[src/rtl/tug_press_conditioner.sv]
// Tug-of-war player input front end: synchronizes, debounces and edge-detects two
// raw active-low pushbuttons into one-cycle move pulses and clean held levels.

module tug_press_channel #(
    parameter int SYNC_STAGES     = 2,
    parameter int DEBOUNCE_CYCLES = 4
) (
    input  logic clk,
    input  logic reset,
    input  logic key_n_i,
    input  logic enable_i,
    output logic pulse_o,
    output logic held_o
);

    typedef enum logic [1:0] {
        LOCKOUT,
        RELEASED,
        PRESSED
    } state_e;

    localparam logic [7:0] DB_LIMIT = 8'(DEBOUNCE_CYCLES);

    logic [SYNC_STAGES-1:0] sync_q;
    logic [SYNC_STAGES-1:0] sync_d;
    logic [SYNC_STAGES-1:0] primed_q;
    logic [SYNC_STAGES-1:0] primed_d;
    logic                   synced;
    logic                   primed;
    logic                   db_q;
    logic                   db_d;
    logic [7:0]             cnt_q;
    logic [7:0]             cnt_d;
    logic [7:0]             cnt_inc;
    logic                   accept;
    state_e                 state_q;
    logic                   pulse_q;

    assign synced  = sync_q[SYNC_STAGES-1];
    assign primed  = primed_q[SYNC_STAGES-1];
    assign cnt_inc = cnt_q + 8'd1;

    // NOTE: every signal driven here gets a default first, so no path can infer a latch.
    always_comb begin
        sync_d   = {sync_q[SYNC_STAGES-2:0], ~key_n_i};
        primed_d = {primed_q[SYNC_STAGES-2:0], 1'b1};
        accept   = 1'b0;
        db_d     = db_q;
        cnt_d    = 8'd0;
        if (synced != db_q) begin
            if (cnt_inc == DB_LIMIT) begin
                accept = 1'b1;
                db_d   = synced;
            end else begin
                cnt_d = cnt_inc;
            end
        end
    end

    // NOTE: state uses non-blocking assignments so every flop samples pre-edge values.
    // NOTE: the synchronizer chain is reset like ordinary state; it is flops, not a RAM.
    always_ff @(posedge clk) begin
        if (reset) begin
            sync_q   <= '0;
            primed_q <= '0;
            db_q     <= 1'b0;
            cnt_q    <= 8'd0;
        end else begin
            sync_q   <= sync_d;
            primed_q <= primed_d;
            db_q     <= db_d;
            cnt_q    <= cnt_d;
        end
    end

    // primed marks that synced now carries a real sample rather than the reset
    // value, so a key held through reset keeps the channel locked out.
    always_ff @(posedge clk) begin
        if (reset) begin
            state_q <= LOCKOUT;
            pulse_q <= 1'b0;
        end else begin
            pulse_q <= 1'b0;
            case (state_q)
                LOCKOUT: begin
                    if (primed && !db_q && !synced) begin
                        state_q <= RELEASED;
                    end
                end
                RELEASED: begin
                    if (accept && synced) begin
                        state_q <= PRESSED;
                        pulse_q <= enable_i;
                    end
                end
                PRESSED: begin
                    if (accept && !synced) begin
                        state_q <= RELEASED;
                    end
                end
                default: state_q <= LOCKOUT;
            endcase
        end
    end

    assign pulse_o = pulse_q;
    assign held_o  = db_q;

endmodule

module tug_press_conditioner #(
    parameter int SYNC_STAGES     = 2,
    parameter int DEBOUNCE_CYCLES = 4
) (
    input  logic clk,
    input  logic reset,
    input  logic key_l_n,
    input  logic key_r_n,
    input  logic enable,
    output logic L,
    output logic R,
    output logic held_l,
    output logic held_r
);

    tug_press_channel #(
        .SYNC_STAGES    (SYNC_STAGES),
        .DEBOUNCE_CYCLES(DEBOUNCE_CYCLES)
    ) u_left (
        .clk     (clk),
        .reset   (reset),
        .key_n_i (key_l_n),
        .enable_i(enable),
        .pulse_o (L),
        .held_o  (held_l)
    );

    tug_press_channel #(
        .SYNC_STAGES    (SYNC_STAGES),
        .DEBOUNCE_CYCLES(DEBOUNCE_CYCLES)
    ) u_right (
        .clk     (clk),
        .reset   (reset),
        .key_n_i (key_r_n),
        .enable_i(enable),
        .pulse_o (R),
        .held_o  (held_r)
    );

endmodule

[config.mk]
export PLATFORM = sky130hd
export DESIGN_NAME = tug_press_conditioner
export DESIGN_NICKNAME = d
export VERILOG_FILES = /design/src/rtl/tug_press_conditioner.sv
export SDC_FILE = /design/constraint.sdc
export NUM_CORES = 1
export LEC_CHECK = 0
export ABC_CLOCK_PERIOD_IN_PS = 3200
export CORE_MARGIN = 3
export CORE_UTILIZATION = 50
export DETAILED_ROUTE_END_ITERATION = 16
export HOLD_SLACK_MARGIN = 0.02
export PLACE_DENSITY = 0.78
export SLEW_MARGIN = 20
export SYNTH_ARGS = -nofsm -noshare
export SYNTH_HDL_FRONTEND = slang
export SYNTH_SLANG_ARGS = --single-unit
export TNS_END_PERCENT = 1
[constraint.sdc]
create_clock -name clk -period 3.2 [get_ports clk]
set_input_delay 0.64 -clock clk [delete_from_list [all_inputs] [get_ports clk]]
set_output_delay 0.64 -clock clk [all_outputs]
set_load 0.1 [all_outputs]
==> run summary <==
Outcome -> complete, no violations
Met1 Use GR -> 0.196
Root Buffer -> clkbuf_4
Starting Density -> 0.547
Tcrit/Tclk final -> 0.741
RSZ-0062 raised after global routing -> no
Overflow after GRT -> 0
Post_cts resized -> 0
Via-per-instance ratio -> 5.36
DP Worst Slack -> 0.881 ns
Clock slew at reported path FFs -> 0.10 ns
Worst r2r path cells -> 6
Worst skew pair latency -> 0.33 ns
Power Density -> 550 nW/um^2
Sequential share of the synthesized area -> 0.478
IO Port Bufs -> 8
Rows -> 17
Worst vdd ir -> 0.483 mV
Ant diodes -> 0
Max clock buf depth -> 2
M3 GR Usage -> 0.0487
P&R area growth vs syn -> 16.2%
Clock skew -> 0.0125 ns
Initial antenna violation count -> 0
Relative slew slack -> 0.549
Cts hold-fix bufs -> 0
Vias in the first global route -> 897
Final hold slack -> 0.450 ns
Die W -> 56.2 um
CTS tree -> done
Detailed router's first-iteration violation count -> 35
Total of max-cap violations -> 0
Tightest Pin Transition -> 0.672 ns
Final Max Tran Viols -> 0
Drt first pass iters -> 4
Final ANT Viol Nets -> 0
Die H -> 56.2 um
Global-route wire length before repair -> 3860 um
Vias -> 959
Drc violations -> 0
RR Endpoint -> u_left.state_q[0]
Global-route usage over all layers -> 0.158
HP Class -> flip-flop to flip-flop
Met2 Track Usage GR -> 0.232
Reg2Reg Setup Slack -> 0.83 ns
Top Ports -> 9
Syn_area_per_cell -> 9.11 um^2
Final hold viol count -> 0
Final setup fails -> 0
Die area -> 3150 um^2
Synthesized area -> 1260 um^2
Final WL -> 2140 um
Worst Setup Slack, final -> 0.830 ns
CP Launch Type -> flip-flop
Critical Path AT -> 2.61 ns
Cell variety after synth -> 33
YS warnings -> 0
Largest net degree at the start of global routing -> 12
Most Crowded Layer GR -> met2
RR Startpoint -> u_left.cnt_q[0]
Pleak -> 0.552 nW
Setup Total Neg Slack -> 0 ns
Fin nets -> 158
Core area -> 2300 um^2
Critical path class -> flip-flop to flip-flop
Cts bufs inserted -> 5
Layout cells sized above 1 -> 0.0993
FF+latch count, synth -> 30
Final min period -> 2.37 ns
Clock sinks -> 30
Post-synthesis cell count -> 138
GP Congestion -> 0.813
Fmax -> 422 MHz
Post-synth net total -> 146
Worst setup path endpoint -> u_left.state_q[0]
Routed WL per cell -> 12.0 um
H-Tree Level Count -> 2
Crit. End Element -> flip-flop
Setup repair bufs after CTS -> 0
Crit path launch -> u_left.cnt_q[0]
Post-DP HPWL -> 1540 um
CP Max Fanout -> 7
Crit path required time -> 3.44 ns
power breakdown:
part,leakage [nW],switching [mW],internal [mW]
combinational,0.250,0.0106,0.0124
sequential,0.244,0.00520,0.380
clock,0.0585,0.131,0.265
synth_stat cells:
master / n / share of area
nor2b_1: 5 / 0.025
a31oi_1: 1 / 0.0050
a211o_2: 1 / 0.0080
dfxtp_1: 30 / 0.48
nor4bb_1: 1 / 0.0080
nand3b_1: 1 / 0.0060
o41ai_1: 1 / 0.0070
buf_2: 1 / 0.0040
xnor2_1: 4 / 0.028
mux2i_1: 1 / 0.0080
nor3b_1: 2 / 0.012
inv_1: 5 / 0.015
a211oi_1: 1 / 0.0060
nand2_1: 10 / 0.030
or4_4: 1 / 0.0090
o21ai_0: 5 / 0.020
a21oi_1: 6 / 0.024
nor4b_1: 1 / 0.0070
nor3_1: 6 / 0.024
and4_1: 2 / 0.014
nand4_1: 1 / 0.0050
nand2b_1: 3 / 0.015
and3_1: 2 / 0.0099
a2bb2oi_1: 2 / 0.014
a221oi_2: 1 / 0.012
or3_1: 2 / 0.0099
o31ai_1: 1 / 0.0060
clkbuf_1: 2 / 0.0060
nor2_1: 18 / 0.054
ha_1: 3 / 0.030
xor2_1: 9 / 0.063
or4_1: 2 / 0.012
nand3_1: 7 / 0.028
flip-flops by register name (all words and copies together) (netlist names):
name	cells
u_left.cnt_q	8
u_left.held_o	1
u_left.primed_q	2
u_left.pulse_o	1
u_left.state_q	2
u_left.sync_q	2
u_right.cnt_q	8
u_right.held_o	1
u_right.pulse_o	1
u_right.state_q	2
u_right.sync_q	2
layout by cell type (no fill, tap or decap), types with 2 or more instances in the layout:
cell and n:
bufinv_16 2, and4_1 2, clkbuf_4 5, or4_1 2
buf_4 4, and3_1 2, inv_1 5, nand3_1 7
o21ai_0 5, or3_1 2, ha_1 3, nor2_1 18
nor3b_1 2, nor3_1 6, nand2_1 10, nand2b_1 3
nor2b_1 5, clkdlybuf4s50_1 4, xor2_1 9, a2bb2oi_1 2
a21oi_1 6, xnor2_1 4, dfxtp_1 30
logic make-up after synthesis:
group,synth area share
AND/OR/NAND/NOR,0.268
flip-flops,0.478
AO/OA/AOI/OAI,0.101
buffers and inverters,0.0249
XOR/XNOR,0.0905
multiplexers,0.00796
adder cells (fa/ha/maj),0.0299
critical path, cell delays in order (launching register included):
cell,delay (ns)
dfxtp_1,0.43
ha_1,0.24
xor2_1,0.19
nand3b_1,0.09
or4_1,0.57
or4_4,0.52
a221oi_2,0.24
how the worst min path moves through the flow:
| stage | startpoint | endpoint | cells past startpoint |
|---|---|---|---|
| floorplan | u_left.primed_q[0] | u_left.primed_q[1] | 1 |
| global placement | u_left.sync_q[0] | u_left.sync_q[1] | 1 |
| detailed placement | u_left.primed_q[0] | u_left.primed_q[1] | 1 |
| CTS | u_left.primed_q[0] | u_left.primed_q[1] | 1 |
| global route | u_left.sync_q[0] | u_left.sync_q[1] | 1 |
| finish | u_left.primed_q[0] | u_left.primed_q[1] | 1 |
routing by layer:
metal | wire (um) | vias to the layer above
met5 | 0 | -
met4 | 61 | 0
met3 | 91 | 7
met2 | 912 | 17
met1 | 1080 | 428
li1 | - | 507
per-stage QoR:
stage	area, um^2	power, mW	std cells	utilization
global route	1460	0.830	179	0.636
floorplan	1260	0.408	138	-
CTS	1460	0.811	179	0.636
global placement	1350	0.416	171	0.588
detailed placement	1350	0.417	171	0.588
finish	1460	0.803	179	0.636
cell type report:
| class | instances | area, um^2 |
|---|---|---|
| Clock buffer | 6 | 51.3 |
| Fill cell | 188 | 836 |
| Clock inverter | 2 | 60.1 |
| Multi-Input combinational cell | 100 | 626 |
| Tap cell | 28 | 35.0 |
| Timing Repair Buffer | 8 | 70.1 |
| Sequential cell | 30 | 601 |
| Inverter | 5 | 18.8 |
No activity file was read; power rests on OpenSTA's default activity.
